<file path="src/rtl/pc_flow_controller_pkg.sv">
// ---------------------------------------------------------------------------
// pc_flow_controller_pkg : shared select codes and FSM encoding.   rev 1.0
// ---------------------------------------------------------------------------
`default_nettype none

package pc_flow_controller_pkg;

   localparam logic [1:0] SEL_ADDER = 2'b00;
   localparam logic [1:0] SEL_STACK = 2'b01;
   localparam logic [1:0] SEL_JUMP  = 2'b10;

   localparam logic OPB_DISP = 1'b0;
   localparam logic OPB_ONE  = 1'b1;

   typedef enum logic [1:0] {
      ST_RUN   = 2'd0,
      ST_FLUSH = 2'd1,
      ST_FAULT = 2'd2
   } state_t;

endpackage

`default_nettype wire

</file>
<file path="src/rtl/pc_flow_controller_return_stack.sv">
// ---------------------------------------------------------------------------
// return_stack : parameterised LIFO holding call return addresses.  rev 1.0
// ---------------------------------------------------------------------------
`default_nettype none

module return_stack #(
   parameter int DEPTH     = 8,
   parameter int WIDTH     = 12,
   parameter int PTR_WIDTH = 4
) (
   input  logic                 clk,
   input  logic                 rst,
   input  logic                 push,
   input  logic                 pop,
   input  logic [WIDTH-1:0]     push_data,
   output logic [WIDTH-1:0]     top,
   output logic                 empty,
   output logic                 full
);

   localparam int IDX_W = (DEPTH > 1) ? $clog2(DEPTH) : 1;
   localparam logic [PTR_WIDTH-1:0] PTR_ONE = PTR_WIDTH'(1);
   localparam logic [PTR_WIDTH-1:0] PTR_MAX = PTR_WIDTH'(DEPTH);

   logic [WIDTH-1:0]     mem [DEPTH];
   logic [PTR_WIDTH-1:0] sp;
   logic [IDX_W-1:0]     top_idx;
   logic [IDX_W-1:0]     wr_idx;

   assign empty   = (sp == '0);
   assign full    = (sp == PTR_MAX);
   assign top_idx = IDX_W'(sp - PTR_ONE);
   assign wr_idx  = IDX_W'(sp);
   assign top     = empty ? '0 : mem[top_idx];

   // Pop only moves the pointer; stale entries stay until overwritten.
   always_ff @(posedge clk) begin
      if (rst) begin
         sp <= '0;
         for (int i = 0; i < DEPTH; i++) begin
            mem[i] <= '0;
         end
      end else if (push && !full) begin
         mem[wr_idx] <= push_data;
         sp          <= sp + PTR_ONE;
      end else if (pop && !empty) begin
         sp <= sp - PTR_ONE;
      end
   end

endmodule

`default_nettype wire

</file>
<file path="src/rtl/pc_flow_controller.sv">
// ---------------------------------------------------------------------------
// pc_flow_controller : fetch redirect priority decode, flush/fault FSM.  rev 1.0
// ---------------------------------------------------------------------------
`default_nettype none

module pc_flow_controller
   import pc_flow_controller_pkg::*;
#(
   parameter int ADDR_WIDTH  = 12,
   parameter int STACK_DEPTH = 8,
   parameter int PTR_WIDTH   = 4
) (
   input  logic                  clk,
   input  logic                  rst,
   input  logic                  stall,
   input  logic                  isJmp,
   input  logic                  isJsb,
   input  logic                  isRet,
   input  logic                  brTaken,
   input  logic [ADDR_WIDTH-1:0] pushAdr,
   output logic [1:0]            pcInputSel,
   output logic                  pcAdderInputBSel,
   output logic                  pcWrite,
   output logic                  flush,
   output logic [ADDR_WIDTH-1:0] stackOutput,
   output logic                  stackEmpty,
   output logic                  stackFull,
   output logic                  fault
);

   state_t                state;
   state_t                state_nxt;
   logic                  run;
   logic                  eff_stall, eff_jmp, eff_jsb, eff_ret, eff_br;
   logic                  push_en, pop_en;
   logic [ADDR_WIDTH-1:0] stack_top;
   logic                  stack_empty, stack_full;

   return_stack #(
      .DEPTH     (STACK_DEPTH),
      .WIDTH     (ADDR_WIDTH),
      .PTR_WIDTH (PTR_WIDTH)
   ) u_stack (
      .clk       (clk),
      .rst       (rst),
      .push      (push_en),
      .pop       (pop_en),
      .push_data (pushAdr),
      .top       (stack_top),
      .empty     (stack_empty),
      .full      (stack_full)
   );

   assign run       = (state == ST_RUN);
   assign eff_stall = stall   & run;
   assign eff_jmp   = isJmp   & run;
   assign eff_jsb   = isJsb   & run;
   assign eff_ret   = isRet   & run;
   assign eff_br    = brTaken & run;

   always_comb begin
      pcInputSel       = SEL_ADDER;
      pcAdderInputBSel = OPB_ONE;
      pcWrite          = 1'b1;
      flush            = 1'b0;
      push_en          = 1'b0;
      pop_en           = 1'b0;
      state_nxt        = state;

      case (state)
         ST_RUN: begin
            if (eff_stall) begin
               pcWrite = 1'b0;
            end else if (eff_ret) begin
               if (!stack_empty) begin
                  pcInputSel = SEL_STACK;
                  pop_en     = 1'b1;
                  state_nxt  = ST_FLUSH;
               end else begin
                  pcWrite   = 1'b0;
                  state_nxt = ST_FAULT;
               end
            end else if (eff_jsb) begin
               if (!stack_full) begin
                  pcInputSel = SEL_JUMP;
                  push_en    = 1'b1;
                  state_nxt  = ST_FLUSH;
               end else begin
                  pcWrite   = 1'b0;
                  state_nxt = ST_FAULT;
               end
            end else if (eff_jmp) begin
               pcInputSel = SEL_JUMP;
               state_nxt  = ST_FLUSH;
            end else if (eff_br) begin
               pcAdderInputBSel = OPB_DISP;
               state_nxt        = ST_FLUSH;
            end
         end
         ST_FLUSH: begin
            flush = 1'b1;
            // A stall holds the squash so the wrong-path slot stays dead.
            if (stall) begin
               pcWrite = 1'b0;
            end else begin
               state_nxt = ST_RUN;
            end
         end
         ST_FAULT: begin
            pcWrite = 1'b0;
            flush   = 1'b1;
         end
         default: begin
            state_nxt = ST_RUN;
         end
      endcase

      if (rst) begin
         pcInputSel       = SEL_ADDER;
         pcAdderInputBSel = OPB_ONE;
         pcWrite          = 1'b1;
         flush            = 1'b0;
         push_en          = 1'b0;
         pop_en           = 1'b0;
      end
   end

   assign stackOutput = rst ? '0 : stack_top;
   assign stackEmpty  = rst ? 1'b1 : stack_empty;
   assign stackFull   = rst ? 1'b0 : stack_full;
   assign fault       = !rst && (state == ST_FAULT);

   always_ff @(posedge clk) begin
      if (rst) begin
         state <= ST_RUN;
      end else begin
         state <= state_nxt;
      end
   end

endmodule

`default_nettype wire

</file>
<file path="config.mk">
export PLATFORM = sky130hd
export DESIGN_NAME = pc_flow_controller
export DESIGN_NICKNAME = d
export VERILOG_FILES = /design/src/rtl/pc_flow_controller_pkg.sv /design/src/rtl/pc_flow_controller_return_stack.sv /design/src/rtl/pc_flow_controller.sv
export SDC_FILE = /design/constraint.sdc
export NUM_CORES = 1
export LEC_CHECK = 0
export ABC_AREA = 1
export CORE_UTILIZATION = 25
export DETAILED_ROUTE_END_ITERATION = 6
export HOLD_SLACK_MARGIN = 0.05
export MAX_ROUTING_LAYER = met4
export PLACE_DENSITY_LB_ADDON = 0.05
export SLEW_MARGIN = 30
export SYNTH_ARGS = -nofsm -noshare
export SYNTH_HDL_FRONTEND = slang
export SYNTH_SLANG_ARGS = --single-unit
</file>
<file path="constraint.sdc">
create_clock -name clk -period 2.2 [get_ports clk]
set_clock_uncertainty 0.1 [all_clocks]
set_input_delay 0.22 -clock clk [delete_from_list [all_inputs] [get_ports clk]]
set_output_delay 0.22 -clock clk [all_outputs]
set_load 0.02 [all_outputs]
</file>
==> flow_metrics.tcl, run 1 <==
set metrics [dict create \
    layout_common_cells "nor2_1 (148), edfxtp_1 (96), buf_4 (47)" \
    synth.avg_cell_area_um2 9.65 \
    slew_headroom 0.696 \
    peakVddDrop_v 0.000615 \
    cp_max_fo 9 \
    required_ps 1880 \
    violations "setup timing" \
    nets 617 \
    fin_total_pwr_mw 7.71 \
    maxCapViolations 0 \
    p_switching_mw 3.02 \
    die_w_um 143 \
    leakage_nw 2.57 \
    grt_start_max_net_pins 31 \
    fin_crit_sh 1.00 \
    synthesis.nets 540 \
    areaGrowthSynthToFinish_pct 31.7 \
    path_delay_family "buffers and inverters" \
    cts_tree "built" \
    ant_nets 0 \
    diodes 0 \
    p_int_mw 4.69 \
    synth_cells 515 \
    vias 3914 \
    crit_path_top_delay_cell "dfxtp_2" \
    setup_viol 4 \
    avgViaCountPerCell 4.54 \
    dp_hpwl_um 10900 \
    route.detailed.drc 0 \
    dpl_cell_area_um2 6150 \
    first_iter_violations 227 \
    grt.overflow.total 0 \
    htreeDepth 3 \
    worst-path-buf-inv 5 \
    yosys.area.top_type_share 0.580 \
    wl_per_cell_um 18.7 \
    clock_latency_ps 350 \
    setup-tns-final_ps -25.2 \
    row_count 51 \
    die_area_um2 20400 \
    track_usage 0.174 \
    die_height_um 143 \
    sw_frac_of_total 0.391 \
    ys_seq_elements 102 \
    ios 39 \
    r2r_slack_ps 270 \
    yosys_warnings 0 \
    hold_viol 0 \
    first_global_vias 4064 \
    setup_slack_ps -10.3 \
    hold_path.class "register to register" \
    cp_cell_sequence "inv_2 > ha_4 > inv_4 > buf_12 > buf_12 > o21ai_0 > o22ai_1 > o21ai_2 > nor2_2 > buf_6" \
    max_freq_mhz 452 \
    place_inst 844 \
    pwr-share-clk 0.204 \
    crit_arrival_ps 1890 \
    power.density_nw_per_um2 1180 \
    status "complete, but fails checks" \
    portBuffers 38 \
    p_seq_frac 0.303 \
    cts_inserted_buffers 9 \
    crit_type "register to output port" \
    cts.sinks 102 \
    layout-drive-gt1-share 0.273 \
    final-instance-count-excl-fill 862 \
    core_area_um2 19500 \
    root_buffer "clkbuf_16" \
    comb_power_share 0.493 \
    ctsHoldBuffers 0 \
    yosysSeqAreaShare 0.604 \
    cpPeakStageDelay_ps 340 \
    antenna_found_initial 0 \
    timing.critical_path.mode_cell "buf_12" \
    layout_min_cycle_time_ps 2210 \
    gp_congestion 0.733 \
    drt-pass1-iter-count 4 \
    start_util 0.255 \
    slew_violations 0 \
    ys_types 28 \
    syn_area_um2 4970 \
    critPathLaunchType "register" \
    layout_commonest_cell "nor2_1" \
    final_area_um2 6540 \
    synth_area_leaders "edfxtp_1 (58%), nor2_1 (12%), o21ai_0 (5.9%)" \
    grt_pass1_wl_um 24600 \
    cp-end-kind "output port" \
    routed_wl_um 16100 \
    rsz0062_at_grt "true" \
    yosysTopAreaCell "edfxtp_1" \
    clock_path_buffers 2 \
    worst_slew_pin_slew_ps 455 \
    clkTransAtPathRegs_ps 70 \
]
==> worst paths after layout <==
check | from | end | depth (start not counted)
worst max-delay path | u_stack.sp[0] | stackOutput[8] | 10
worst min-delay path | u_stack.sp[3] | u_stack.sp[3] | 3
worst max register to register | u_stack.sp[0] | u_stack.mem[3][4] | 9
worst min register to register | u_stack.sp[3] | u_stack.sp[3] | 3
==> flip-flops by register name (all words and copies together) (netlist names) <==
signal       cells
state            2
u_stack.mem     96
u_stack.sp       4
==> cell usage after synthesis <==
master and instances:
nor2_1 162, edfxtp_1 96, o21ai_0 59, nand2_1 37
inv_1 29, o22ai_1 24, a21oi_1 16, clkbuf_1 15
buf_2 11, nor2_2 11, o21ai_1 8, dfxtp_1 6
ha_1 6, nand2_2 5, nand3_1 5, inv_2 4
nand3_2 4, nand3_4 3, buf_4 2, buf_6 2
nand4_1 2, nor2_4 2, and3_1 1, clkinv_1 1
nand3b_1 1, nor2_8 1, nor4_1 1, xnor2_1 1
==> per-stage QoR <==
stage	util	hold slack, ps	worst slack, ps
6_report	0.336	516	-10.3
5_1_grt	0.336	566	-115
4_1_cts	0.335	519	-133
3_5_place_dp	0.316	505	-193
3_3_place_gp	0.316	511	-250
2_1_floorplan	-	350	55.2
==> worst reg2reg max path, delay by kind of cell, from the launching register on <==
kind	cells	cell delay (ps)
fa+ha+maj	1	170
simple gates	4	620
flops	1	340
buf+inv	4	380
==> logic make-up (layout without fill, tap and decap cells) <==
| kind of cell | after synthesis | in the layout | share of synthesized area |
|---|---|---|---|
| AO/OA/AOI/OAI | 107 | 107 | 0.114 |
| XOR/XNOR | 1 | 1 | 0.00176 |
| AND/OR/NAND/NOR | 235 | 235 | 0.209 |
| buffers and inverters | 64 | 146 | 0.0556 |
| adder cells (fa/ha/maj) | 6 | 6 | 0.0151 |
| flip-flops | 102 | 102 | 0.604 |
==> per-layer routing <==
metal / track usage / routed length, um / vias to the layer above
met5: - / 0 / -
met4: 0.0475 / 231 / 0
met3: 0.0325 / 575 / 14
met2: 0.275 / 7500 / 81
met1: 0.227 / 7780 / 1917
li1: - / - / 1902
==> timing repair <==
action                                  4_1_cts  5_1_grt
cloned                                        0        0
endpoints found under the setup margin       18       15
resized for setup                           114       22
setup buffers                                 1        1
pin swaps                                    13        5
==> power by group through the flow <==
| stage | Sequential, mW | Clock, mW | Combinational, mW |
|---|---|---|---|
| detailed placement | 2.37 | 0 | 3.51 |
| finish | 2.33 | 1.58 | 3.80 |
| floorplan | 2.37 | 0 | 1.86 |
| CTS | 2.33 | 1.62 | 3.76 |
| global placement | 2.37 | 0 | 3.52 |
| global route | 2.35 | 1.69 | 4.13 |
==> final cells by class <==
type / instances / area [um^2]
Fill cell: 1989 / 12900
Sequential cell: 102 / 3010
Multi-Input combinational cell: 349 / 1860
Timing Repair Buffer: 96 / 933
Tap cell: 265 / 332
Clock buffer: 10 / 229
Inverter: 34 / 130
Clock inverter: 6 / 53.8
No activity file was read; power rests on OpenSTA's default activity.
==> run 2: changes to the inputs <==
--- a/constraint.sdc
+++ b/constraint.sdc
@@ -4,2 +4,2 @@
 set_output_delay 0.22 -clock clk [all_outputs]
-set_load 0.02 [all_outputs]
+set_load 0.05 [all_outputs]
==> flow_metrics.tcl, run 2 (synthesized netlist as in run 1, its figures left out) <==
set metrics [dict create \
    status "complete, but fails checks" \
    violations "setup timing" \
    crit_path_top_delay_cell "dfxtp_4" \
    row_count 51 \
    maxCapViolations 0 \
    first_iter_violations 238 \
    required_ps 1880 \
    layout_commonest_cell "nor2_1" \
    critPathLaunchType "register" \
    dpl_cell_area_um2 6160 \
    grt.busiest_layer "met2" \
    grt.overflow.total 0 \
    die_w_um 143 \
    cts_tree "built" \
    hold_path.class "register to register" \
    cts.sinks 102 \
    leakage_nw 2.62 \
    layout_min_cycle_time_ps 2280 \
    grtUsageMet1 0.217 \
    wl_per_cell_um 18.5 \
    die_area_um2 20400 \
    first_global_vias 3909 \
    crit_type "register to output port" \
    drt-pass1-iter-count 5 \
    grt_start_max_net_pins 55 \
    cts_inserted_buffers 9 \
    cp_max_fo 12 \
    r2r_slack_ps 280 \
    antenna_found_initial 0 \
    vias 3859 \
    clock_latency_ps 350 \
    track_usage 0.168 \
    largest_reg_flops 96 \
    worst_slew_pin_slew_ps 438 \
    dp_hpwl_um 10300 \
    fillCellCount 1960 \
    portBuffers 38 \
    layout_common_cells "nor2_1 (147), edfxtp_1 (96), o21ai_0 (37)" \
    peakVddDrop_v 0.000541 \
    route.detailed.drc 0 \
    clock_path_buffers 2 \
    die_height_um 143 \
    ios 39 \
    cpPeakStageDelay_ps 360 \
    slew_headroom 0.708 \
    core_area_um2 19500 \
    cp-end-kind "output port" \
    hold_viol 0 \
    fin_crit_sh 1.04 \
    start_util 0.255 \
    worst-path-buf-inv 5 \
    crit_arrival_ps 1960 \
    slew_violations 0 \
    use_met2 0.267 \
    setup_slack_ps -77.2 \
    avgViaCountPerCell 4.55 \
    max_freq_mhz 439 \
    ant_nets 0 \
    fin_total_pwr_mw 8.78 \
    areaGrowthSynthToFinish_pct 38.5 \
    clkTransAtPathRegs_ps 70 \
    path_delay_family "buffers and inverters" \
    rsz0062_at_grt "true" \
    setup_viol 11 \
    grt_pass1_wl_um 23700 \
    use_met3 0.0184 \
    routed_wl_um 15700 \
    top_register "u_stack.mem" \
    cp_cell_sequence "inv_4 > ha_4 > inv_4 > buf_12 > buf_4 > o21ai_0 > o22ai_2 > a21oi_2 > nor2_4 > buf_12" \
    root_buffer "clkbuf_16" \
    gp_congestion 0.794 \
    reg_top3 "u_stack.mem x96, u_stack.sp x4, state x2" \
    htreeDepth 3 \
    ctsHoldBuffers 0 \
    nets 604 \
    diodes 0 \
    layout-drive-gt1-share 0.317 \
    final_area_um2 6880 \
    power.density_nw_per_um2 1280 \
]
-- run 2: cell count changes in the layout (fill, tap and decap cells not counted), sizes merged --
cell           delta
buf               -7
dlygate4sd2       -3
bufinv            +2
clkbuf            -2
clkdlybuf4s50     -1
dlymetal6s2s      -1
inv               -1
-- run 2: path summary, 6_finish.rpt --
kind,depth (start not counted),end,startpoint
setup / recovery,10,stackOutput[11],u_stack.sp[0]
hold reg to reg,2,u_stack.sp[3],u_stack.sp[3]
hold / removal,2,u_stack.sp[3],u_stack.sp[3]
setup reg to reg,8,u_stack.mem[6][1],state[0]
-- run 2: worst register-to-register path: cells and delay by family (launching register included) --
family                   cells  cell delay, ps
AND/OR/NAND/NOR              6             880
flip-flops                   1             340
adder cells (fa/ha/maj)      1             190
buffers and inverters        1              90
-- run 2: repair_timing --
item | in CTS | in global routing
pin swaps | 27 | 15
endpoints found under the setup margin | 15 | 16
buffers inserted | 10 | 3
resized for setup | 62 | 33
cloned | 0 | 1
-- run 2: where the power goes --
| group | internal [mW] | switching (mW) | total, mW |
|---|---|---|---|
| Clock | 1.00 | 0.764 | 1.77 |
| Sequential | 2.28 | 0.0665 | 2.35 |
| Combinational | 1.91 | 2.75 | 4.66 |
| Total | 5.20 | 3.58 | 8.78 |
-- run 2: metrics by stage --
step           setup WS (ps)   util  hold WS, ps  setup TNS, ps  instances
4_1_cts                 -176  0.347          436          -1800        845
6_report               -77.2  0.353          432           -588        849
3_3_place_gp            34.9  0.316          423              0        819
2_1_floorplan          -20.6      -          350          -20.6        515
3_5_place_dp            28.3  0.316          426              0        819
5_1_grt                 -172  0.353          468          -1700        849
-- run 2: area by class of cell --
cell class | count | area (um^2) | share of cell area
tap | 265 | 332 | 0.0482
clock buffer | 9 | 225 | 0.0327
multi-input combinational | 349 | 2040 | 0.296
sequential | 102 | 3010 | 0.438
inverter | 34 | 133 | 0.0193
clock inverter | 7 | 96.3 | 0.0140
timing repair buffer | 83 | 1050 | 0.152
-- run 2: layer usage --
layer	vias to the layer above	routed length (um)
met3	17	462
met1	1887	7440
met4	0	293
li1	1882	-
met5	-	0
met2	73	7500
==> run 3: changes to the inputs <==
Settings changed: CTS_CLUSTER_SIZE set to 28, GPL_ROUTABILITY_DRIVEN set to 0.
==> results of run 3 <==
Same layout as run 2: the final DEF is identical, and so are final timing and power.
